<file path="src/rtl/mux_pkg.sv">
// Shared constants and elaboration-time helpers for the pipelined mux tree.
package mux_pkg;

    // Largest branching ratio the tree is intended to be built with.
    localparam int MUX_MAX_BR = 16;

    // Number of tree levels: smallest L with br**L >= n, never less than one.
    function automatic int levels(input int n, input int br);
        int l;
        int p;
        l = 0;
        p = 1;
        while (p < n) begin
            p = p * br;
            l++;
        end
        if (l < 1) l = 1;
        return l;
    endfunction

    // Low address-bit index of digit k when br is a power of two.
    function automatic int digit_lo(input int k, input int br);
        return k * $clog2(br);
    endfunction

endpackage

</file>
<file path="src/rtl/mux_tree_stage.sv">
// One level of the mux tree: BR:1 group muxes plus the stage registers that
// carry data and sideband. No handshake logic lives here; adv gates everything.
module mux_tree_stage
    import mux_pkg::*;
#(
    parameter int W        = 8,
    parameter int TW       = 4,
    parameter int ADRB     = 6,
    parameter int BR       = 8,
    parameter int M        = 64,   // always a multiple of BR (leaves are padded)
    parameter bit CLR_DATA = 1'b0  // clear data/sideband on reset (output stage)
) (
    input  logic            clk,
    input  logic            rst,
    input  logic            adv,
    input  logic [W-1:0]    d [M],
    input  logic [ADRB-1:0] adr,
    input  logic [TW-1:0]   tag,
    input  logic            err,
    input  logic            valid,
    output logic [W-1:0]    q [M/BR],
    output logic [ADRB-1:0] adr_q,
    output logic [TW-1:0]   tag_q,
    output logic            err_q,
    output logic            valid_q
);

    int           digit;
    logic [W-1:0] sel [M/BR];

    // The address remainder's lowest base-BR digit selects within each group.
    assign digit = int'(adr) % BR;

    // Group muxes: one BR:1 selection per output word.
    always_comb begin
        for (int g = 0; g < M / BR; g++) begin
            // NOTE: default first so every path assigns sel and no latch is inferred.
            sel[g] = '0;
            for (int j = 0; j < BR; j++) begin
                if (j == digit) sel[g] = d[g*BR + j];
            end
        end
    end

    // Stage registers: valid always advances with adv; payload loads only with a
    // real request so bubbles never overwrite the last result.
    always_ff @(posedge clk) begin
        if (rst) begin
            // NOTE: non-blocking assignments keep every stage sampling pre-edge values.
            valid_q <= 1'b0;
            // NOTE: inner-stage data words are not reset; only valid matters there, and
            // the single-word output stage is cleared so dout reads zero after reset.
            if (CLR_DATA) begin
                for (int g = 0; g < M / BR; g++) q[g] <= '0;
                tag_q <= '0;
                err_q <= 1'b0;
                adr_q <= '0;
            end
        end else if (adv) begin
            valid_q <= valid;
            if (valid) begin
                q     <= sel;
                adr_q <= ADRB'(int'(adr) / BR);
                tag_q <= tag;
                err_q <= err;
            end
        end
    end

endmodule

</file>
<file path="src/rtl/mux_tree_pipe.sv">
// Pipelined N:1 multiplexer tree with valid/ready handshake, sideband tag and
// out-of-range detection. Latency is LVL advancing cycles.
module mux_tree_pipe
    import mux_pkg::*;
#(
    parameter int N    = 64,
    parameter int W    = 8,
    parameter int BR   = 8,
    parameter int TW   = 4,
    parameter int ADRB = $clog2(N)
) (
    input  logic            clk,
    input  logic            rst,
    input  logic [W-1:0]    din [N],
    input  logic [ADRB-1:0] adr_i,
    input  logic [TW-1:0]   tag_i,
    input  logic            valid_i,
    output logic            ready_o,
    output logic [W-1:0]    dout,
    output logic [TW-1:0]   tag_o,
    output logic            err_o,
    output logic            valid_o,
    input  logic            ready_i
);

    localparam int LVL = levels(N, BR);
    localparam int NP  = BR ** LVL;

    if (BR < 2) begin : g_chk_br
        $error("mux_tree_pipe: BR must be >= 2");
    end
    if (N < 2) begin : g_chk_n
        $error("mux_tree_pipe: N must be >= 2");
    end
    if (ADRB < $clog2(N)) begin : g_chk_adrb
        $error("mux_tree_pipe: ADRB too narrow for N");
    end
    if (((BR & (BR - 1)) != 0) && ((longint'(1) << ADRB) < longint'(N))) begin : g_chk_np2
        $error("mux_tree_pipe: ADRB does not cover N-1 for non power-of-two BR");
    end

    logic [W-1:0] leaves [NP];
    logic         adv;
    logic         adr_err;
    logic [ADRB-1:0] unused_adr;

    // Pad the leaf array up to BR**LVL entries; pads read as zero.
    for (genvar gi = 0; gi < NP; gi++) begin : g_leaf
        if (gi < N) begin : g_real
            assign leaves[gi] = din[gi];
        end else begin : g_pad
            assign leaves[gi] = '0;
        end
    end

    // Global advance: the whole pipe moves unless a held result blocks it.
    assign adv     = ready_i | ~valid_o;
    assign ready_o = adv;
    assign adr_err = {1'b0, adr_i} >= (ADRB + 1)'(N);

    for (genvar k = 0; k < LVL; k++) begin : g_lvl
        localparam int M = BR ** (LVL - k);

        logic [W-1:0]    d_in [M];
        logic [ADRB-1:0] adr_in;
        logic [TW-1:0]   tag_in;
        logic            err_in;
        logic            valid_in;
        logic [W-1:0]    q [M/BR];
        logic [ADRB-1:0] adr_q;
        logic [TW-1:0]   tag_q;
        logic            err_q;
        logic            valid_q;

        if (k == 0) begin : g_src
            assign d_in     = leaves;
            assign adr_in   = adr_i;
            assign tag_in   = tag_i;
            assign err_in   = adr_err;
            assign valid_in = valid_i;
        end else begin : g_src
            assign d_in     = g_lvl[k-1].q;
            assign adr_in   = g_lvl[k-1].adr_q;
            assign tag_in   = g_lvl[k-1].tag_q;
            assign err_in   = g_lvl[k-1].err_q;
            assign valid_in = g_lvl[k-1].valid_q;
        end

        mux_tree_stage #(
            .W        (W),
            .TW       (TW),
            .ADRB     (ADRB),
            .BR       (BR),
            .M        (M),
            .CLR_DATA (k == LVL - 1)
        ) u_stage (
            .clk     (clk),
            .rst     (rst),
            .adv     (adv),
            .d       (d_in),
            .adr     (adr_in),
            .tag     (tag_in),
            .err     (err_in),
            .valid   (valid_in),
            .q       (q),
            .adr_q   (adr_q),
            .tag_q   (tag_q),
            .err_q   (err_q),
            .valid_q (valid_q)
        );
    end

    // Output stage drives the ports; an out-of-range request reads as zero.
    assign unused_adr = g_lvl[LVL-1].adr_q;
    assign valid_o    = g_lvl[LVL-1].valid_q;
    assign err_o      = g_lvl[LVL-1].err_q;
    assign tag_o      = g_lvl[LVL-1].tag_q;
    assign dout       = g_lvl[LVL-1].err_q ? '0 : g_lvl[LVL-1].q[0];

endmodule

</file>
<file path="config.mk">
export PLATFORM = sky130hd
export DESIGN_NAME = mux_tree_pipe
export DESIGN_NICKNAME = d
export VERILOG_FILES = /design/src/rtl/mux_pkg.sv /design/src/rtl/mux_tree_stage.sv /design/src/rtl/mux_tree_pipe.sv
export SDC_FILE = /design/constraint.sdc
export NUM_CORES = 1
export LEC_CHECK = 0
export ABC_AREA = 1
export BUFFER_PORTS_ARGS = -buffer_cell sky130_fd_sc_hd__buf_2
export CORE_AREA = 2 2 210 212
export CTS_CLUSTER_DIAMETER = 150
export DETAILED_ROUTE_END_ITERATION = 12
export DIE_AREA = 0 0 212 214
export GPL_TIMING_DRIVEN = 0
export HOLD_SLACK_MARGIN = 0.06
export PLACE_DENSITY_LB_ADDON = 0.15
export SYNTH_ARGS = -nofsm -noshare
export SYNTH_HDL_FRONTEND = slang
export SYNTH_HIERARCHICAL = 1
export SYNTH_SLANG_ARGS = --single-unit
</file>
<file path="constraint.sdc">
create_clock -name clk -period 5.8 [get_ports clk]
set_clock_uncertainty 0.2 [all_clocks]
set_input_delay 0.58 -clock clk [delete_from_list [all_inputs] [get_ports clk]]
set_output_delay 0.58 -clock clk [all_outputs]
set_load 0.05 [all_outputs]
</file>
# Word level (Yosys, flattened, before mapping)
# Cells that the tools add are included.
[totals] ff_bits=85 out_inout_bits=15 word_cells=107
[classes] mux=72 bitwise=3 eq_ne=14 n_reduce_logical=4
[op_table] op="$mux W8" n=72
[op_table] op="$logic_not A32 Y1" n=2
[op_table] op="$eq A3 B3 Y1 const A" n=8
[op_table] op="$eq A2 B3 Y1 const A" n=4
[op_table] op="$eq A1 B3 Y1 const A" n=2
[op_table] op="$reduce_and A3 Y1" n=1
[op_table] op="$not A1 Y1" n=2
[op_table] op="$reduce_and A2 Y1" n=1
[op_table] op="$or A1 B1 Y1" n=1

# Depth between registers and ports, before layout
# Gate-level depths: netlist of run 1.
[depth] depth_word=9 depth_mapped=9

# Hierarchy
# Netlist of run 1, hierarchy kept.
[by_module_without_submodules] module="mux_tree_stage at g_lvl[0].u_stage" seq_area_each_um2=2182.1 cells_each=998 area_each_um2=6680.2 n_inst=1
[by_module_without_submodules] module="mux_tree_stage at g_lvl[1].u_stage" seq_area_each_um2=340.3 cells_each=206 area_each_um2=1236.2 n_inst=1
[by_module_without_submodules] module="mux_tree_pipe" seq_area_each_um2=0.0 cells_each=20 area_each_um2=82.6 n_inst=1

# Worst setup path before layout of run 1
# No wires, ideal clock.
[synth_path] path_kind="input to register" from="input port ready_i" to="register g_lvl[0].u_stage.adr_q[0], enable pin" arrival_time_ns=4.165 path_stages=4 n_path_buf=0 setup_ns=0.503 path_slack_ns=0.933 required_ns=5.097 path_cell_list="inv_1 -> nand2_1 -> nand2_1 -> nor2_1"
[synth_via] elab_chain_len=2
[synth_rtl] element="start, declared" line="mux_tree_pipe.sv:23" rtl="input logic ready_i"
[synth_rtl] element="$or A1 B1 Y1" line="mux_tree_pipe.sv:57" rtl="assign adv = ready_i | ~valid_o;"
[synth_rtl] element="via ready_o" line="mux_tree_pipe.sv:18" rtl="output logic ready_o,"
[synth_rtl] element="$reduce_and A3 Y1 (no line)"
[synth_rtl] element="end signal, assigned" line="mux_tree_stage.sv:63" rtl="adr_q <= ADRB'(int'(adr) / BR);"
[synth_rtl] element="end, declared" line="mux_tree_stage.sv:22" rtl="output logic [ADRB-1:0] adr_q,"
# The timed path passes the listed nets, and every way through them passes these cells.
# A chain may end at the register's enable or synchronous reset.

==> results of run 1 <==
## cells in the final DEF, fill, tap and decap left out, drive strengths merged
| cell type | n |
|---|---|
| o21ai | 7 |
| conb | 1 |
| nor3 | 9 |
| diode | 17 |
| buf | 627 |
| clkbuf | 31 |
| nor2 | 169 |
| clkinv | 2 |
| a21oi | 24 |
| inv | 117 |
| dfxtp | 15 |
| nand2 | 277 |
| nand4 | 288 |
| edfxtp | 72 |
| o211ai | 13 |
| bufinv | 1 |
| nand3 | 106 |
## path summary, 6_finish.rpt
| kind | slack [ps] | endpoint | depth (start not counted) | start |
|---|---|---|---|---|
| worst max register to register | 3840 | g_lvl[0].u_stage/q[56] | 5 | g_lvl[1].u_stage/valid_q |
| worst min-delay path | 210 | g_lvl[0].u_stage/tag_q[3] | 1 | tag_i[3] |
| worst max-delay path | 3330 | g_lvl[0].u_stage/q[43] | 8 | adr_i[1] |
| worst min register to register | 260 | g_lvl[0].u_stage/valid_q | 2 | g_lvl[0].u_stage/valid_q |
## critical path, cell delays in order
cell and delay, ps:
buf_4 170, nor2_1 60, buf_2 220, nand2_1 350, buf_2 330, nor2_1 60
nor2_1 400, nand4_1 140
## report_power, final
part	total [mW]	switching, mW	leakage [nW]	internal, mW
registers	0.742	0.0137	0.807	0.728
logic	0.650	0.411	4.61	0.240
clock network	0.579	0.244	0.143	0.335
## layer usage
metal / global-route usage / vias up / share of wire
met2: 0.387 / 523 / 0.49
li1: - / 5354 / -
met3: 0.0532 / 76 / 0.074
met1: 0.280 / 5262 / 0.41
met5: 0 / - / 0.0015
met4: 0.0845 / 12 / 0.028
## per-stage QoR
stage               hold WS, ps  area, um2  setup WS [ps]
floorplan                   235       7850            933
global placement            245      11300           -502
finish                      208      11600           3330
global route                189      11600           3130
CTS                         187      11600           3240
detailed placement          257      11300           2860
## registers in the layout, summed over array words and instances, names as in the netlist
name,flops
g_lvl.u_stage/adr_q,3
g_lvl.u_stage/tag_q,8
g_lvl.u_stage/err_q,2
g_lvl.u_stage/q,72
g_lvl.u_stage/valid_q,2
## layout make-up
cell class                      instances  area (um2)  area share
Timing Repair Buffer                  539        2730       0.234
Antenna cell                           17        42.5     0.00365
Tap cell                              585         732      0.0628
Inverter                              115         437      0.0375
Multi-Input combinational cell        894        4400       0.378
Clock buffer                           11         233      0.0200
Clock inverter                          5        55.1     0.00473
Buffer                                108         561      0.0481
Sequential cell                        87        2460       0.211
==> results.json, run 1 <==
{
  "grt_max_degree": 33,
  "root_buffer": "clkbuf_16",
  "slew-limit-headroom": 0.362,
  "grt_pass1_vias": 11219,
  "grt_pass1_wl_um": 75100,
  "clock_path_buffers": 2,
  "fin_crit_sh": 0.426,
  "clk_pin_slew_worst_paths_ps": 70,
  "drt-initial-drc-count": 788,
  "final_cells": 2361,
  "row_count": 76,
  "cts_sinks": 87,
  "portBuffers": 537,
  "syn-cell-area_um2": 7850,
  "worstPathArrival_ps": 2330,
  "p_total_mw": 1.97,
  "grt_remaining_overflow": 0,
  "ir_drop_v": 0.000124,
  "cellLeakagePower_nw": 5.56,
  "cp-end-kind": "register",
  "grt_use_total": 0.229,
  "cts_max_level": 3,
  "cap_violations": 0,
  "cts_tree": "built",
  "dp.cells": 2328,
  "dr.pass1.iters": 5,
  "initial_core_util": 0.183,
  "final_util": 0.272,
  "path_max_fanout": 10,
  "setup_tns_ps": 0,
  "hp-class": "primary input to register",
  "ant_nets": 0,
  "run_status": "finished clean",
  "cp-start-kind": "primary input",
  "fp.dieH_um": 214,
  "post-route-min-period_ps": 2470,
  "rsz0062_at_grt": "false",
  "clk-insertion-delay-late_ps": 340,
  "drc": 0,
  "syn_avg_cell_area_um2": 6.52,
  "drive_gt1_frac": 0.368,
  "cts_setup_buffers": 0,
  "required_ps": 5660,
  "dieArea_um2": 45400,
  "areaGrowthSynthToFinish_pct": 48.4,
  "antenna_found_initial": 25,
  "yosysWarnings": 6,
  "drt_wl_total_um": 53400,
  "wl_per_cell_um": 22.6,
  "finalHoldViolCount": 0,
  "cts_hold_buffers": 0,
  "cts_made_buffers": 9,
  "critPathKind": "primary input to register",
  "max_freq_ghz": 0.405,
  "netlist_instances": 1204,
  "dr_total_vias": 11227,
  "syn_nets": 1730,
  "viasPerCell": 4.76,
  "power.density_nw_per_um2": 169,
  "place.gp.congestion": 0.950,
  "core_area_um2": 42900,
  "die_x_um": 212,
  "cts.repair.resized": 0,
  "final-setup-viol-count": 0,
  "worstMarginPinSlew_ps": 954,
  "place_hpwl_um": 45300,
  "ios": 541,
  "final_nets": 2280,
  "final-max-slew-violation-count": 0,
  "fill_cells": 4980
}
No activity file was read; power rests on OpenSTA's default activity.
==> inputs of run 2 (changes only) <==
Clock period 5.8 ns to 2.3 ns, I/O delays scaled along.
==> results.json, run 2 (synthesized netlist as in run 1, its figures left out) <==
{
  "cts_sinks": 87,
  "cp-start-kind": "primary input",
  "cap_violations": 0,
  "final_cell_mix": "buf_2, nand4_1, nand2_1",
  "max_stage_delay_ps": 540,
  "cts_max_level": 3,
  "cp_slowest_cell": "nor2_4",
  "clk_pin_slew_worst_paths_ps": 70,
  "cts_setup_buffers": 0,
  "clock_path_buffers": 2,
  "final_nets": 2389,
  "post-route-cell-area_um2": 12700,
  "whs_path_depth": 3,
  "fin_crit_sh": 0.918,
  "core_area_um2": 42900,
  "worstMarginPinSlew_ps": 959,
  "critical-path-top-delay-family": "buffers and inverters",
  "place_hpwl_um": 44400,
  "path_max_fanout": 26,
  "drt-initial-drc-count": 790,
  "rr_endpoint": "g_lvl[0].u_stage/q[49]",
  "multi_input_area_um2": 4420,
  "ios": 541,
  "ir_drop_v": 0.000334,
  "drc": 0,
  "drt_wl_total_um": 53300,
  "grt_remaining_overflow": 0,
  "hold_ws_ps": 47.4,
  "worstPathArrival_ps": 1960,
  "final-setup-viol-count": 0,
  "grt_max_degree": 27,
  "dr.pass1.iters": 5,
  "row_count": 76,
  "required_ps": 2150,
  "slew-limit-headroom": 0.359,
  "dieArea_um2": 45400,
  "cp_cell_sequence": "dlygate4sd3_1 -> buf_2 -> nor2_4 -> buf_12 -> buf_12",
  "grt_pass1_wl_um": 76900,
  "final_cells": 2461,
  "register_area_um2": 2470,
  "top_regs": "g_lvl.u_stage/q x72, g_lvl.u_stage/tag_q x8, g_lvl.u_stage/adr_q x3",
  "setup_tns_ps": 0,
  "cp-end-kind": "register",
  "run_status": "finished clean",
  "initial_core_util": 0.183,
  "clk-insertion-delay-late_ps": 350,
  "antenna_found_initial": 12,
  "areaGrowthSynthToFinish_pct": 62.2,
  "die_x_um": 212,
  "post-route-min-period_ps": 2110,
  "grt_use_total": 0.229,
  "wl_per_cell_um": 21.6,
  "portBuffers": 537,
  "dr_total_vias": 11695,
  "hold_end": "g_lvl[0].u_stage/q[32]",
  "ant_nets": 0,
  "r2r_setup_slack_ps": 240,
  "max_freq_ghz": 0.474,
  "cts_made_buffers": 9,
  "crit_buf_inv": 4,
  "root_buffer": "clkbuf_16",
  "power.density_nw_per_um2": 396,
  "fp.dieH_um": 214,
  "fill_cells": 4901,
  "hp-class": "primary input to register",
  "r2r_start": "g_lvl[1].u_stage/valid_q",
  "cellLeakagePower_nw": 6.01,
  "dpl_cell_area_um2": 11300,
  "regMostFlops": "g_lvl.u_stage/q",
  "grt_pass1_vias": 11930,
  "viasPerCell": 4.75,
  "drive_gt1_frac": 0.350,
  "critPathKind": "primary input to register",
  "layout_commonest_cell": "buf_2",
  "finalHoldViolCount": 0,
  "largest_register_ffs": 72,
  "reg2regPathDepth": 5,
  "worstHoldStart": "din[256]",
  "final-max-slew-violation-count": 0,
  "rsz0062_at_grt": "false",
  "place.gp.congestion": 0.955,
  "dp.cells": 2328,
  "crit_top_cell": "buf_12",
  "cts_tree": "built"
}
## run 2: worst max-delay path by stage
stage,from,end,cells past startpoint
floorplan,g_lvl[1].u_stage/valid_q,g_lvl[0].u_stage/adr_q[0],3
global placement,ready_i,g_lvl[0].u_stage/q[51],5
detailed placement,adr_i[1],g_lvl[0].u_stage/q[30],8
CTS,adr_i[1],g_lvl[0].u_stage/q[58],8
global route,rst,g_lvl[0].u_stage/q[30],5
finish,rst,g_lvl[0].u_stage/q[49],5
## run 2: layer usage
metal / up-vias / GRT usage / wire, um
met1: 5522 / 0.294 / 22600
li1: 5572 / - / -
met4: 6 / 0.0519 / 916
met5: - / 0 / 41
met3: 65 / 0.0306 / 3130
met2: 530 / 0.405 / 26600
## run 2: tightest hold or removal path: cells and delay by family
| family | cells | cell delay (ps) |
|---|---|---|
| buffers and inverters | 1 | 70 |
| AND/OR/NAND/NOR | 2 | 160 |
## run 2: layout make-up
cell class / count / share of cell area
diodes: 8 / 0.00157
inverters: 115 / 0.0343
flip-flops and latches: 87 / 0.194
plain buffers: 108 / 0.0440
repair buffers: 648 / 0.300
multi-input cells: 894 / 0.347
clock inverters: 7 / 0.00383
well taps: 585 / 0.0575
clock buffers: 9 / 0.0177
## run 2: power by group
part / switching (mW) / leakage, nW / total [mW] / internal [mW]
clock: 0.643 / 0.126 / 1.38 / 0.732
sequential: 0.0353 / 0.808 / 1.87 / 1.84
combinational: 1.06 / 5.07 / 1.79 / 0.727
total: 1.74 / 6.01 / 5.04 / 3.29
## run 2: through the flow
step / total power, mW / worst slack (ps) / utilization
floorplan: 2.60 / -5.61 / -
global placement: 3.54 / -515 / 0.264
detailed placement: 3.54 / -328 / 0.265
CTS: 5.10 / 36.6 / 0.296
global route: 5.31 / 93.2 / 0.297
finish: 5.04 / 189 / 0.297
## run 2: timing repair
| item | in CTS | in global routing |
|---|---|---|
| hold endpoints to repair | 45 | 2 |
| hold buffers | 106 | 3 |
| setup endpoints to repair | 0 | 3 |
| resized for setup | 0 | 1 |
